==> src/rtl/bcd_stopwatch_counter.sv <==
// rtl/bcd_stopwatch_counter.sv - 4-digit BCD stopwatch time base with prescaler, lap lock and wrap pulse
module bcd_stopwatch_counter #(
    parameter int DIV = 50000
) (
    input  logic        clk,
    input  logic        rst_n,
    input  logic        start_stop,
    input  logic        clear,
    input  logic        lap,
    output logic [15:0] count,
    output logic        lock,
    output logic        running,
    output logic        overflow
);

    localparam int            PW      = $clog2(DIV);
    localparam logic [PW-1:0] PRE_MAX = PW'(DIV - 1);

    typedef enum logic [1:0] {
        IDLE,
        RUN,
        PAUSE
    } state_t;

    state_t        state_q;
    logic [PW-1:0] presc_q;
    logic [15:0]   count_q;
    logic          lock_q;
    logic          running_q;
    logic          overflow_q;

    logic [15:0]   count_d;
    logic          carry;

    // BCD ripple: a digit at 9 rolls to 0 and passes the carry upward.
    always_comb begin
        count_d = count_q;
        carry   = 1'b1;
        for (int i = 0; i < 4; i++) begin
            if (carry) begin
                if (count_q[i*4 +: 4] == 4'd9) begin
                    count_d[i*4 +: 4] = 4'd0;
                end else begin
                    count_d[i*4 +: 4] = count_q[i*4 +: 4] + 4'd1;
                    carry             = 1'b0;
                end
            end
        end
    end

    always_ff @(posedge clk or negedge rst_n) begin
        if (!rst_n) begin
            state_q    <= IDLE;
            presc_q    <= '0;
            count_q    <= '0;
            lock_q     <= 1'b0;
            running_q  <= 1'b0;
            overflow_q <= 1'b0;
        end else begin
            overflow_q <= 1'b0;
            case (state_q)
                IDLE: begin
                    lock_q <= 1'b0;
                    if (start_stop) begin
                        state_q   <= RUN;
                        presc_q   <= '0;
                        running_q <= 1'b1;
                    end
                end
                RUN: begin
                    if (lap) lock_q <= ~lock_q;
                    // A pause on the terminal prescaler value suppresses the tick.
                    if (start_stop) begin
                        state_q   <= PAUSE;
                        running_q <= 1'b0;
                    end else if (presc_q == PRE_MAX) begin
                        presc_q    <= '0;
                        count_q    <= count_d;
                        overflow_q <= carry;
                    end else begin
                        presc_q <= presc_q + PW'(1);
                    end
                end
                PAUSE: begin
                    if (clear) begin
                        state_q <= IDLE;
                        count_q <= '0;
                        presc_q <= '0;
                        lock_q  <= 1'b0;
                    end else begin
                        if (lap) lock_q <= ~lock_q;
                        if (start_stop) begin
                            state_q   <= RUN;
                            running_q <= 1'b1;
                        end
                    end
                end
                default: begin
                    state_q   <= IDLE;
                    running_q <= 1'b0;
                end
            endcase
        end
    end

    assign count    = count_q;
    assign lock     = lock_q;
    assign running  = running_q;
    assign overflow = overflow_q;

endmodule

==> config.mk <==
export PLATFORM = sky130hd
export DESIGN_NAME = bcd_stopwatch_counter
export DESIGN_NICKNAME = d
export VERILOG_FILES = /design/src/rtl/bcd_stopwatch_counter.sv
export SDC_FILE = /design/constraint.sdc
export NUM_CORES = 1
export LEC_CHECK = 0
export CELL_PAD_IN_SITES_DETAIL_PLACEMENT = 1
export CELL_PAD_IN_SITES_GLOBAL_PLACEMENT = 2
export CORE_ASPECT_RATIO = 0.5
export CORE_MARGIN = 2
export CORE_UTILIZATION = 33
export DETAILED_ROUTE_END_ITERATION = 12
export PLACE_DENSITY = 0.75
export SLEW_MARGIN = 5
export SYNTH_ARGS = -nofsm -noshare
export SYNTH_HDL_FRONTEND = slang
export SYNTH_SLANG_ARGS = --single-unit
export TNS_END_PERCENT = 30
==> constraint.sdc <==
create_clock -name clk -period 2 [get_ports clk]
set_input_delay 0.2 -clock clk [delete_from_list [all_inputs] [get_ports clk]]
set_output_delay 0.2 -clock clk [all_outputs]
set_load 0.01 [all_outputs]
## Word-level counts from Yosys, hierarchy flattened

Index checks and enable logic that the tools add are counted.

- Bits in latches: 0
- Logic and storage cells: 76
- Bits in read-only memories: 0
- Output and inout bits: 19
- Memory bits (writable): 0
- Input port bits: 5
- Register bits after elaboration: 37
- Memories: 0

- Reductions and logical operators: 9
- Add/sub/neg operators: 5
- Divide/modulo/power cells: 0
- Bitwise operators: 1
- $mul: 0
- Equality and inequality tests: 16
- Order comparisons: 0
- Shift-type cells: 0
- Mux-type cells: 36

Operator list:

| cell | count |
|---|---|
| two-way mux 16 bit | 6 |
| one-hot mux 16 bit (3 select lines) | 1 |
| one-hot mux 16 bit (2 select lines) | 1 |
| two-way mux 4 bit | 7 |
| inequality test 2 bit (second input constant) | 9 |
| adder 16 x 1 -> 16 bit (second input constant) | 1 |
| adder 4 x 1 -> 4 bit (second input constant) | 4 |
| equality test 16 bit (second input constant) | 1 |
| equality test 4 bit (second input constant) | 4 |
| two-way mux 1 bit | 15 |
| AND reduction 5 bit | 3 |
| AND reduction 4 bit | 2 |
| two-way mux 2 bit | 3 |
| one-hot mux 1 bit (3 select lines) | 2 |
| one-hot mux 2 bit (3 select lines) | 1 |
| nonzero test 3 bit | 1 |
| equality test 2 x 1 -> 1 bit (second input constant) | 1 |
| equality test 2 bit (second input constant) | 1 |
| logical NOT 2 bit | 1 |
| AND reduction 2 bit | 1 |
| nonzero test 2 bit | 1 |
| NOT 1 bit | 1 |

## Longest topological paths before layout

Gate-level depths: netlist of run 1.

- Depth after elaboration: 8
- Mapped depth: 8
- Depth with buffers taken out: 6

## Worst setup path after synthesis of run 1

Ideal clock, no wire load.

- Path kind: register -> register
- Start point: reg state_q[0]
- End point: reg presc_q[13]
- Buffers on the path: 2
- Period minus slack after synthesis: 1.925 ns
- Arrival time: 1.795 ns
- Library setup time: 0.130 ns
- Data required time: 1.870 ns
- Cell stages (with the launch flop): 9
- Setup slack: 0.075 ns
- Cells stage by stage: dfrtp_1 inv_1 ha_1 buf_6 nor2b_4 a2111o_1 buf_2 o22ai_1 a211oi_2

- Longest elaborated chain between the ends: 3
- Elaborated cells on any way between the ends: 9
- Classes of those cells: 5 x eq/ne; 1 x mux; 3 x reduce/logical

RTL lines:

| item | line | RTL |
|---|---|---|
| start: declaration | 25 | `state_t state_q;` |
| start signal: assignment | 53 | `state_q <= IDLE;` |
| start signal: assignment | 65 | `state_q <= RUN;` |
| start signal: assignment | 74 | `state_q <= PAUSE;` |
| equality test 2 bit (tied with other cells) | 61 | `case (state_q)` |
| inequality test 2 bit (no line) / nonzero test 3 bit (equally long branches) | n/a |  |
| AND reduction 4 bit (no line) | n/a |  |
| end signal: assignment | 81 | `presc_q <= presc_q + PW'(1);` |
| end: declaration | 26 | `logic [PW-1:0] presc_q;` |

Several ways; a longest one is shown, not always the timed one.
A chain may end at the register's enable or synchronous reset.

## Worst setup path after layout of run 1

- Start point: reg state_q[0]
- End point: reg presc_q[8]

Same word-level chain as after synthesis.

==> impl_metrics.tcl, run 1 <==
set metrics [dict create \
    outcome "completed" \
    globalRoute.totalOverflow 0 \
    worst_pin_slew_ps 585 \
    skew_ps 7.01 \
    rsz0062_at_grt "true" \
    fin_crit_sh 0.974 \
    hold-worst-slack_ps 448 \
    drc_errors 0 \
    hold_class "input pin to async pin" \
    grt_pass1_wl_um 11900 \
    ys_types 59 \
    power.density_nw_per_um2 1290 \
    crit_fanout 5 \
    via_per_inst 5.46 \
    drive_gt1_frac 0.254 \
    vias 2243 \
    wl_met1_um 3510 \
    hold_violations 0 \
    synth-async-reset-ratio 1.00 \
    gp_congestion 0.792 \
    worst_setup_path_start_kind "flip-flop" \
    grt.total_usage 0.185 \
    syn_nets 268 \
    max_slew_margin 0.610 \
    tns_ps 0 \
    fmax_ghz 0.514 \
    drtPass1Iterations 4 \
    initial_utilization 0.351 \
    required_ps 2180 \
    maxSlewViolCount 0 \
    design.die.area_um2 8060 \
    setup_violations 0 \
    syn_area_per_cell_um2 9.69 \
    portBuffers 23 \
    synth.most_common_cell "dfrtp_1" \
    synth-edff-count 0 \
    finalCriticalPeriod_ps 1950 \
    synth-seq-cells 37 \
    wl_met2_um 3240 \
    wl_um 7030 \
    cts_max_path_buffers 2 \
    synth.area.top_cells "dfrtp_1 (38%), ha_1 (7.3%), nand2_1 (2.6%)" \
    cp-end-kind "flip-flop" \
    syn_inst 249 \
    final_nets 337 \
    p_leak_nw 1.39 \
    top_layer "met4" \
    synth_top_area_share 0.384 \
    drt_iter0_drc 68 \
    io_pins 24 \
    fp-row-count 21 \
    nFillCells 787 \
    cts_root_buffer "clkbuf_16" \
    grt_max_degree 24 \
    area_delta_synth_final_pct 34.3 \
    antenna_found_initial 0 \
    ant_nets 0 \
    cts-htree-levels 2 \
    core_um2 6880 \
    clock-sinks 37 \
    worstPathArrival_ps 2130 \
    diodes 0 \
    cts_tree "built" \
    synthesis.area_um2 2410 \
    crit_type "flip-flop to flip-flop" \
    synth-seq-area-share 0.384 \
    chipHeight_um 64.5 \
    grt_pass1_vias 2438 \
    synth_ff_type "dfrtp_1" \
    drv_cap 0 \
    synth_common_cells "dfrtp_1 (37), nand2_1 (17), inv_1 (15), ha_1 (14)" \
    cts_buffers 5 \
    path_clk_slew_ps 60 \
    yosys.area.top_type "dfrtp_1" \
    yosys_warnings 0 \
    clk_latency_ps 290 \
    place_hpwl_um 5140 \
    wl_met3_um 195 \
    vdd_drop_max_uv 427 \
    die_x_um 125 \
    wire_per_inst_um 17.1 \
]
power breakdown:
| part | internal, W | switching (W) |
|---|---|---|
| clock network | 0.000458 | 0.000324 |
| registers | 0.000893 | 0.000160 |
| logic | 0.00114 | 0.00122 |
final timing paths:
path	from	endpoint	slack [ps]	cells past startpoint
hold reg to reg	count[14]	overflow	480	1
max in group asynchronous	rst_n	count[1]	990	3
min in group clk	count[14]	overflow	480	1
hold / removal	rst_n	count[7]	450	2
setup / recovery	state_q[0]	presc_q[8]	50	7
setup reg to reg	state_q[0]	presc_q[8]	50	7
what timing repair did:
item,4_1_cts,5_1_grt
buffers inserted,0,4
pin swaps,0,7
hold buffers,1,0
gates resized for setup,1,11
setup endpoints to repair,1,25
endpoints found under the hold margin,21,0
gates cloned,0,1
layer usage:
metal / track usage / vias to the layer above
met2: 0.316 / 37
met1: 0.243 / 1109
met4: 0.0417 / 0
li1: - / 1088
met3: 0.0405 / 9
met5: 0 / -
per-stage QoR:
step / util / std cells / cell area [µm²] / total power (W) / setup WS [ps]
after floorplan: - / 249 / 2410 / 0.00228 / 74.7
after global placement: 0.437 / 397 / 3010 / 0.00317 / -2.30
after detailed placement: 0.437 / 397 / 3010 / 0.00324 / 6.50
after CTS: 0.459 / 406 / 3160 / 0.00405 / 15.0
after global routing: 0.471 / 411 / 3240 / 0.00451 / -37.1
final: 0.471 / 411 / 3240 / 0.00419 / 52.8
layout make-up:
cell class / instances / area (µm²) / area share
Tap cell: 92 / 115 / 0.0355
Multi-Input combinational cell: 188 / 1410 / 0.434
Timing Repair Buffer: 71 / 596 / 0.184
Inverter: 15 / 56.3 / 0.0174
Sequential cell: 37 / 928 / 0.286
Clock inverter: 2 / 10.0 / 0.00309
Clock buffer: 6 / 129 / 0.0398
registers in the layout, summed over array words and instances, names as in the netlist:
name and count:
presc_q 16, count 16, overflow 1, state_q 2
lock 1, running 1
cells by family (layout without fill, tap and decap cells):
logic type,after synthesis,count (layout),share of synthesized area
muxes,7,7,0.0321
adders and majority gates,14,14,0.0726
DFF,37,37,0.384
AOI/OAI and AO/OA,70,71,0.222
buffers and inverters,25,94,0.0503
and+or+nand+nor,96,96,0.239
cell usage in the layout (no fill, tap or decap), types with 3 or more instances in the layout:
| cell type | n |
|---|---|
| nand2b_1 | 4 |
| and3_1 | 4 |
| clkbuf_16 | 5 |
| o21ai_0 | 12 |
| a211oi_2 | 4 |
| nand3_1 | 12 |
| ha_1 | 12 |
| a22o_1 | 4 |
| inv_1 | 14 |
| o41ai_1 | 3 |
| and3b_1 | 3 |
| and2_1 | 3 |
| nand3b_1 | 3 |
| clkdlybuf4s50_1 | 22 |
| a21o_1 | 3 |
| o22ai_1 | 8 |
| a31oi_1 | 9 |
| and4_1 | 3 |
| dfrtp_1 | 35 |
| a21oi_1 | 7 |
| nand2_1 | 17 |
| mux2i_1 | 3 |
| nor2_1 | 11 |
| nor4_1 | 3 |
| nor3_1 | 10 |
| o21ai_1 | 4 |
| nand4_1 | 5 |
| buf_4 | 45 |
critical path, stage by stage, from the launching register on:
cell	delay, ps
dfrtp_2	410
buf_4	140
ha_1	220
buf_4	160
a2111oi_4	390
buf_4	200
o21ai_0	80
a22o_1	240
Note: power is estimated with default switching activity, not from simulation.
==> run 2: changes to the inputs <==
--- a/config.mk
+++ b/config.mk
@@ -8,7 +8,6 @@
 export CELL_PAD_IN_SITES_DETAIL_PLACEMENT = 1
 export CELL_PAD_IN_SITES_GLOBAL_PLACEMENT = 2
 export CORE_ASPECT_RATIO = 0.5
-export CORE_MARGIN = 2
 export CORE_UTILIZATION = 33
 export DETAILED_ROUTE_END_ITERATION = 12
 export PLACE_DENSITY = 0.75
==> impl_metrics.tcl, run 2 (same netlist as run 1, synthesis figures left out) <==
set metrics [dict create \
    p_total_w 0.00422 \
    drv_cap 0 \
    clk_latency_ps 290 \
    core_um2 6880 \
    p_leak_nw 1.38 \
    place_inst 394 \
    final_cell_mix "buf_4 (38), dfrtp_1 (37), clkdlybuf4s50_1 (22)" \
    max_slew_margin 0.737 \
    worst_pin_slew_ps 393 \
    clock-sinks 37 \
    portBuffers 23 \
    drc_errors 0 \
    initial_utilization 0.351 \
    vdd_drop_max_uv 455 \
    crit_type "flip-flop to flip-flop" \
    drive_gt1_frac 0.236 \
    hold_violations 0 \
    worstPathArrival_ps 2100 \
    fp-row-count 21 \
    outcome "completed" \
    wire_per_inst_um 17.0 \
    io_pins 24 \
    fmax_ghz 0.519 \
    stdcell_count 406 \
    grt_pass1_vias 2380 \
    design.die.area_um2 7680 \
    required_ps 2170 \
    drt_iter0_drc 131 \
    grt_pass1_wl_um 11800 \
    die_x_um 123 \
    antenna_found_initial 0 \
    utilization 0.472 \
    vias 2249 \
    hold_class "input pin to async pin" \
    crit_fanout 8 \
    worst_setup_path_start_kind "flip-flop" \
    final_common_cell "buf_4" \
    cts_root_buffer "clkbuf_16" \
    gp_congestion 0.820 \
    cts_buffers 5 \
    cp-end-kind "flip-flop" \
    wl_um 6890 \
    area_delta_synth_final_pct 34.7 \
    finalCriticalPeriod_ps 1930 \
    cts_max_path_buffers 2 \
    globalRoute.totalOverflow 0 \
    fin_crit_sh 0.964 \
    drtPass1Iterations 4 \
    grt_max_degree 19 \
    place_hpwl_um 5100 \
    tns_ps 0 \
    cts_tree "built" \
    cts-htree-levels 2 \
    ant_nets 0 \
    final_nets 332 \
    maxSlewViolCount 0 \
    skew_ps 4.16 \
    path_clk_slew_ps 60 \
    chipHeight_um 62.5 \
    diodes 0 \
    via_per_inst 5.54 \
    grt.total_usage 0.198 \
    setup_violations 0 \
    power.density_nw_per_um2 1300 \
]
## run 2: cell types whose count changed in the layout (fill, tap and decap cells not counted), moves of 2 or more
cell	delta
buf_12	+3
buf_4	-7
buf_6	-2
clkbuf_1	+2
clkinv_2	-2
dfrtp_1	+2
dfrtp_2	-2
ha_2	+2
## run 2: through the flow
| step | worst slack, ps | area, µm² | hold slack (ps) |
|---|---|---|---|
| 3_5_place_dp | -43.2 | 3030 | 134 |
| 6_report | 71.9 | 3250 | 361 |
| 4_1_cts | 10.3 | 3180 | 366 |
| 5_1_grt | -9.98 | 3250 | 415 |
| 3_3_place_gp | -153 | 3030 | 134 |
| 2_1_floorplan | 74.7 | 2410 | -95.6 |
## run 2: final cells by class
class                      instances  area [µm²]
multi-input combinational        187        1400
tap                               92         115
timing repair buffer              67         621
clock buffer                       8         136
inverter                          15        56.3
sequential                        37         926
fill                             787        3630
## run 2: worst max-delay path: stages (launching register included)
cell,delay [ps]
dfrtp_1,410
inv_2,60
ha_2,190
nor2b_1,140
buf_4,150
a2111oi_4,250
buf_4,190
buf_12,120
o21ai_1,80
a22o_1,220
## run 2: power by group
group | switching [W] | total (W) | internal, W
combinational | 0.00121 | 0.00239 | 0.00119
clock | 0.000301 | 0.000765 | 0.000464
sequential | 0.000167 | 0.00106 | 0.000891
## run 2: what timing repair did
action                                  4_1_cts  5_1_grt
buffers inserted                              0        2
endpoints found under the setup margin        5       25
resized for setup                             2        9
hold buffers                                  1        0
pin swaps                                     1        6
endpoints found under the hold margin        12        0
cloned                                        0        1
## run 2: metal layers
| layer | up-vias | global-route usage | share of wire | routed length (µm) |
|---|---|---|---|---|
| met5 | - | 0 | 0 | 0 |
| li1 | 1075 | - | - | - |
| met1 | 1141 | 0.257 | 0.49 | 3350 |
| met2 | 23 | 0.329 | 0.47 | 3250 |
| met4 | 0 | 0.0549 | 0.016 | 107 |
| met3 | 10 | 0.0438 | 0.025 | 174 |
## run 2: path summary, 6_finish.rpt
path	from	end	slack, ps	cells past startpoint
min	rst_n	count[9]	360	2
min reg2reg	count[14]	overflow	500	1
max reg2reg	state_q[0]	presc_q[6]	70	9
max in group asynchronous	rst_n	presc_q[15]	1120	3
min in group clk	count[14]	overflow	500	1
max	state_q[0]	presc_q[6]	70	9
==> run 3: changes to the inputs <==
--- a/config.mk
+++ b/config.mk
@@ -11,7 +11,6 @@
 export CORE_UTILIZATION = 33
 export DETAILED_ROUTE_END_ITERATION = 12
 export PLACE_DENSITY = 0.75
-export SLEW_MARGIN = 5
 export SYNTH_ARGS = -nofsm -noshare
 export SYNTH_HDL_FRONTEND = slang
 export SYNTH_SLANG_ARGS = --single-unit
==> results of run 3 <==
The final DEF is identical to that of run 2; final timing and power are the same.
